<file path="config.mk">
export PLATFORM = sky130hd
export DESIGN_NAME = serial_adder
export DESIGN_NICKNAME = d
export VERILOG_FILES = /design/src/rtl/serial_adder.sv
export SDC_FILE = /design/constraint.sdc
export NUM_CORES = 1
export LEC_CHECK = 0
export ABC_AREA = 1
export CAP_MARGIN = 15
export CORE_MARGIN = 1.5
export CORE_UTILIZATION = 55
export CTS_CLUSTER_SIZE = 40
export DETAILED_ROUTE_END_ITERATION = 10
export DONT_BUFFER_PORTS = 1
export PLACE_DENSITY_LB_ADDON = 0.08
export REMOVE_ABC_BUFFERS = 1
export SKIP_CTS_REPAIR_TIMING = 1
export SKIP_LAST_GASP = 1
export SYNTH_ARGS = -nofsm -noshare
export SYNTH_HDL_FRONTEND = slang
export SYNTH_SLANG_ARGS = --single-unit
</file>
<file path="constraint.sdc">
create_clock -name clk -period 1.5 [get_ports clk]
set_clock_uncertainty 0.05 [all_clocks]
set_input_delay 0.225 -clock clk [delete_from_list [all_inputs] [get_ports clk]]
set_output_delay 0.225 -clock clk [all_outputs]
set_load 0.005 [all_outputs]
</file>
<file path="src/rtl/serial_adder.sv">
// serial_adder: bit-serial WIDTH-bit adder (a + b + cin), LSB first, with a
// start/busy/done handshake. Each operation takes WIDTH RUN cycles and one
// DONE cycle.
// Optional feature macro: SERIAL_ADDER_OVF_EN
//   When defined, ovf reports two's-complement overflow, captured with cout.
//   When undefined, ovf is tied to 0 and no flop is added for it.
module serial_adder #(
  parameter int unsigned WIDTH = 4
) (
  input  logic             clk,
  input  logic             rst,
  input  logic             start,
  input  logic [WIDTH-1:0] a,
  input  logic [WIDTH-1:0] b,
  input  logic             cin,
  output logic             busy,
  output logic             done,
  output logic [WIDTH-1:0] sum,
  output logic             cout,
  output logic             ovf
);

  localparam int unsigned CW = $clog2(WIDTH + 1);

  typedef enum logic [1:0] {
    S_IDLE,
    S_RUN,
    S_DONE
  } state_t;

  state_t           r_state;
  state_t           w_next;
  logic [WIDTH-1:0] r_a;
  logic [WIDTH-1:0] r_b;
  logic             r_c;
  logic [CW-1:0]    r_cnt;
  logic [WIDTH-1:0] r_sum;
  logic             r_cout;
  logic             w_s;
  logic             w_c;
  logic             w_last;

  // Single full-adder cell working on the current LSBs and the carry flop.
  assign w_s    = r_a[0] ^ r_b[0] ^ r_c;
  assign w_c    = (r_a[0] & r_b[0]) | (r_a[0] & r_c) | (r_b[0] & r_c);
  assign w_last = (r_cnt == CW'(WIDTH - 1));

  // State register.
  always_ff @(posedge clk) begin
    if (rst) r_state <= S_IDLE;
    else     r_state <= w_next;
  end

  // Next-state logic: start is only honoured in IDLE.
  always_comb begin
    w_next = r_state;
    case (r_state)
      S_IDLE:  if (start) w_next = S_RUN;
      S_RUN:   if (w_last) w_next = S_DONE;
      S_DONE:  w_next = S_IDLE;
      default: w_next = S_IDLE;
    endcase
  end

  // Handshake outputs decoded from the state.
  always_comb begin
    busy = 1'b0;
    done = 1'b0;
    case (r_state)
      S_RUN:   busy = 1'b1;
      S_DONE:  done = 1'b1;
      default: ;
    endcase
  end

  // Datapath. Sum bits are shifted into the top of the operand-A register as
  // A's bits leave the bottom, so A's register doubles as the partial sum.
  // The finished sum and carry are committed on the last RUN edge so that
  // they are already valid during the DONE cycle.
  always_ff @(posedge clk) begin
    if (rst) begin
      r_a    <= '0;
      r_b    <= '0;
      r_c    <= 1'b0;
      r_cnt  <= '0;
      r_sum  <= '0;
      r_cout <= 1'b0;
    end else begin
      case (r_state)
        S_IDLE: begin
          if (start) begin
            r_a   <= a;
            r_b   <= b;
            r_c   <= cin;
            r_cnt <= '0;
          end
        end
        S_RUN: begin
          r_a   <= {w_s, r_a[WIDTH-1:1]};
          r_b   <= r_b >> 1;
          r_c   <= w_c;
          r_cnt <= r_cnt + CW'(1);
          if (w_last) begin
            r_sum  <= {w_s, r_a[WIDTH-1:1]};
            r_cout <= w_c;
          end
        end
        default: ;
      endcase
    end
  end

  assign sum  = r_sum;
  assign cout = r_cout;

`ifdef SERIAL_ADDER_OVF_EN
  logic r_ovf;

  // Signed overflow: carry into the MSB differs from carry out of the MSB.
  always_ff @(posedge clk) begin
    if (rst)                           r_ovf <= 1'b0;
    else if (r_state == S_RUN && w_last) r_ovf <= r_c ^ w_c;
  end

  assign ovf = r_ovf;
`else
  assign ovf = 1'b0;
`endif

endmodule

</file>
# Word-level counts from Yosys, hierarchy flattened
# Cells that the tools add are included.
[classes] addsub=1 n_eq_ne=5 n_mux=13 n_bitwise=7 reduce_logical=5
[op_table] cell="4-bit one-hot mux with 2 select lines" count=2
[op_table] cell="4-bit 2-to-1 mux" count=2
[op_table] cell="3-bit one-hot mux with 2 select lines" count=1
[op_table] cell="2-bit AND reduction" count=3
[op_table] cell="2-bit 2-to-1 mux" count=2
[op_table] cell="2-bit != test (second input constant)" count=2
[op_table] cell="2-bit one-hot mux with 2 select lines" count=1
[op_table] cell="3-bit by 1-bit adder with 3-bit output (second input constant)" count=1
[op_table] cell="1-bit bitwise AND" count=3
[op_table] cell="3-bit by 2-bit equality test with 1-bit output (second input constant)" count=1
[op_table] cell="1-bit 2-to-1 mux" count=3
[op_table] cell="3-bit 2-to-1 mux" count=1
[op_table] cell="2-bit by 1-bit equality test with 1-bit output (second input constant)" count=1
[op_table] cell="2-bit equality test (second input constant)" count=1
[op_table] cell="2-bit logical NOT" count=1
[op_table] cell="1-bit bitwise OR" count=2
[op_table] cell="1-bit one-hot mux with 2 select lines" count=1
[op_table] cell="2-bit nonzero test" count=1
[op_table] cell="1-bit bitwise XOR" count=2
[totals] regBits=19 word_cells=38

# Logic depth before layout (Yosys ltp)
[logic_depth] ltp_word=4 ltp_mapped=8 ltp_nobuf=7

# Worst setup path after synthesis
# Ideal clock, no wire load.
[synth_path] path_kind="flip-flop to flip-flop" start="register r_cnt[0]" end="register r_sum[0], in the netlist sum[0]" setup_time_ns=0.121 t_arrival_ns=1.068 required_time_ns=1.329 slack_ns=0.261 stages_incl_launch_ff=8 path_buffers=0 synth_period_minus_slack_ns=1.239 cell_sequence="dfxtp_1 -> ha_1 -> ha_1 -> inv_1 -> nor2_1 -> inv_1 -> nand3_1 -> o21ai_0"
[synth_via] elab_chain_cells=2
[synth_lines] item="from (decl)" line="36" source="logic [CW-1:0] r_cnt;"
[synth_lines] item="from (signal assigned)" line="102" source="r_cnt <= r_cnt + CW'(1);"
[synth_lines] item="3-bit by 2-bit equality test with 1-bit output" line="46" source="assign w_last = (r_cnt == CW'(WIDTH - 1));"
[synth_lines] item="2-bit AND reduction (no line)"
[synth_lines] item="to (signal assigned)" line="104" source="r_sum <= {w_s, r_a[WIDTH-1:1]};"
[synth_lines] item="to (decl)" line="37" source="logic [WIDTH-1:0] r_sum;"
# Every way passes these cells.
# A chain may end at the register's enable or synchronous reset.

# Worst setup path in the final report
[layout_path] start="register r_state[1]" end="output busy"
[layout_via] elab_chain_cells=2
[layout_lines] item="from (decl)" line="31" source="state_t r_state;"
[layout_lines] item="from (signal assigned)" line="51" source="else r_state <= w_next;"
[layout_lines] item="2-bit by 1-bit equality test with 1-bit output" line="69" source="case (r_state)"
[layout_lines] item="1-bit 2-to-1 mux" line="69"
[layout_lines] item="to (decl)" line="16" source="output logic busy,"
# Every way passes these cells.

==> reports/metrics.cfg <==
[timing]
setup_tns_ns=0
rsz0062_at_grt=false
setup_violations=0
hold_viol=0
fin_crit_ns=1.417
period_share_pct=94.44
slew_viol_final=0
whs_ns=0.01369
fmaxAchievable_mhz=705.9
worst_slack_ns=0.08339

[place]
dp_slack_ns=0.1396
hpwl_um=1234
dp_cells=138
dpl_cell_area_um2=885.9
io_buffers=0
gp_congestion=0.8501

[power]
p_clk_share_pct=27.2
p_int_uw=687.2
comb_power_share_pct=13.9
total_power_uw=937.5
worst_ir_drop_vdd_mv=0.4771
power_switching_uw=250.3
power_leakage_nw=0.4298
switching_share_pct=26.70
p_seq_share_pct=58.9
p_per_area_mw_per_mm2=1007

[setup_path]
rr_startpoint=r_a[0]$_SDFFE_PP0P_
critPathKind=reg -> out
cp_slowest_stage_delay_ns=0.33
reg2regPathDepth=5
slowest_stage=dfxtp_1
critical_path.max_fanout=9
required_ns=1.22
cpMostUsedCell=inv_2
crit_chain=inv_2 -> nand2_4 -> buf_4 -> inv_2
critPathLaunchType=flop
cp_data_arrival_time_ns=1.14
rrSetupSlack_ns=0.15
crit_path_end_kind=output pin
rr_endpoint=r_a[3]$_SDFFE_PP0P_

[die]
die_h_um=43.02
floorplan.initialDensity_pct=58.47
die_w_um=43.02
coreArea_mm2=0.001506
fp.dieArea_mm2=0.001851
pin_count=20
std_cell_rows=14

[clocking]
cts.sinks=19
cts_buffers=3
tritoncts=yes
clk_pin_slew_ns=0.11
clock_path_buffers=2
clock_latency_ns=0.29
clockRootBuffer=clkbuf_4
htreeDepth=1

[global_route]
grt_max_degree=12
grt_first_pass_wirelength_um=2787
grt_usage_pct=20.40
grt_pass1_vias=668
grt_overflow_total=0
antenna_found_initial=0

[min_path]
hold_end=r_b[3]$_SDFFE_PP0P_
min_path_cells=2
worst_hold_path_type=in -> reg
worstHoldStart=b[3]

[layout]
n_antenna_cell=0
area_growth_pct=5.682
drive_above_1_share_pct=9.449
fin_util_pct=61.79
seq_area_um2=381.6
mostFrequentLayoutCell=nand2_1
final_cell_area_um2=930.9
layout.nets=143
fill_cells=155
multiInputGateArea_um2=402.9
fin_cells=143
final_cell_mix=nand2_1, inv_1, dfxtp_1, nor2_1, nand3_1

[routing]
viasPerCell=5.245
drc=0
dr.first_iter.drc_count=8
wirelength_um=1707
vias=750
firstDrtPassIters=4
ant_nets=0
wl_per_cell_um=11.94

[synth]
yosys_warnings=0
synth_area_um2=880.8
synth.avg_cell_area_um2=7.104
synth-seq-cells=19
ys_seq_area_share_pct=43.18
post_synth_inst_count=124
synth_cell_types=19

[status]
status=completed

[flow_run]
maxCapViolCount=0

==> per-layer routing <==
layer	track usage, %	wire, um	up-vias
met5	0	0	-
met4	9.091	13	0
met3	5.106	91	2
met2	30.00	751	16
met1	28.12	850	341
li1	-	-	391
==> critical path, delay by kind of cell, from the launching register on <==
kind,cells,cell delay (ns)
buffers and inverters,3,0.41
flip-flops,1,0.33
AND/OR/NAND/NOR,1,0.11
==> power by group through the flow <==
| stage | logic [mW] | registers [mW] | clock network [mW] |
|---|---|---|---|
| finish | 0.131 | 0.552 | 0.255 |
| global route | 0.152 | 0.555 | 0.282 |
| CTS | 0.123 | 0.550 | 0.264 |
| detailed placement | 0.122 | 0.562 | 0 |
| global placement | 0.121 | 0.562 | 0 |
| floorplan | 0.0911 | 0.559 | 0 |
==> flip-flops by register name (all words and copies together), names as in the netlist <==
register / flops
r_cnt: 3
sum: 4
r_state: 2
cout: 1
r_c: 1
r_b: 4
r_a: 4
==> cells in the mapped netlist <==
cell	count	area (um^2)
ha_1	2	25.02
o21ai_0	6	30.03
inv_2	2	7.510
nor3_1	1	5.000
clkbuf_1	1	3.750
conb_1	1	3.750
o21ai_2	1	8.760
or2_1	2	12.51
nand2_2	2	12.51
dfxtp_1	19	380.4
nor2_1	18	67.56
nand2_1	22	82.58
nand3_1	15	75.07
buf_4	2	15.01
buf_6	1	11.26
a21oi_1	9	45.04
inv_1	18	67.56
fa_1	1	20.02
o21a_1	1	7.510
==> how the worst max path moves through the flow <==
stage	cells after the start	end	from	slack, ns
3_3_place_gp	7	sum[3]$_SDFFE_PP0P_	r_cnt[0]$_SDFFE_PP0P_	0.20
6_report	4	busy	r_state[1]$_SDFFE_PP0P_	0.08
2_1_floorplan	5	sum[0]$_SDFFE_PP0P_	r_state[0]$_SDFFE_PP0P_	0.24
4_1_cts	3	busy	r_state[0]$_SDFFE_PP0P_	0.002
3_5_place_dp	7	sum[0]$_SDFFE_PP0P_	r_cnt[0]$_SDFFE_PP0P_	0.14
5_1_grt	4	busy	r_state[1]$_SDFFE_PP0P_	0.01
==> final cells by class <==
class                   instances  share of cell area, %
flip-flops and latches         19                  40.99
repair buffers                  3                  2.688
inverters                      20                  8.065
multi-input cells              81                  43.28
clock buffers                   4                  2.823
well taps                      16                  2.151
==> cells by family (layout without fill, tap and decap cells) <==
family / Yosys count / after routing / share of synthesized area, %
AND/OR/NAND/NOR: 60 / 60 / 28.98
buffers and inverters: 24 / 27 / 11.93
flip-flops: 19 / 19 / 43.18
AO/OA/AOI/OAI: 17 / 17 / 10.37
adder cells (fa/ha/maj): 3 / 3 / 5.113
other: 1 / 1 / 0.4257
No activity file was read; power rests on OpenSTA's default activity.
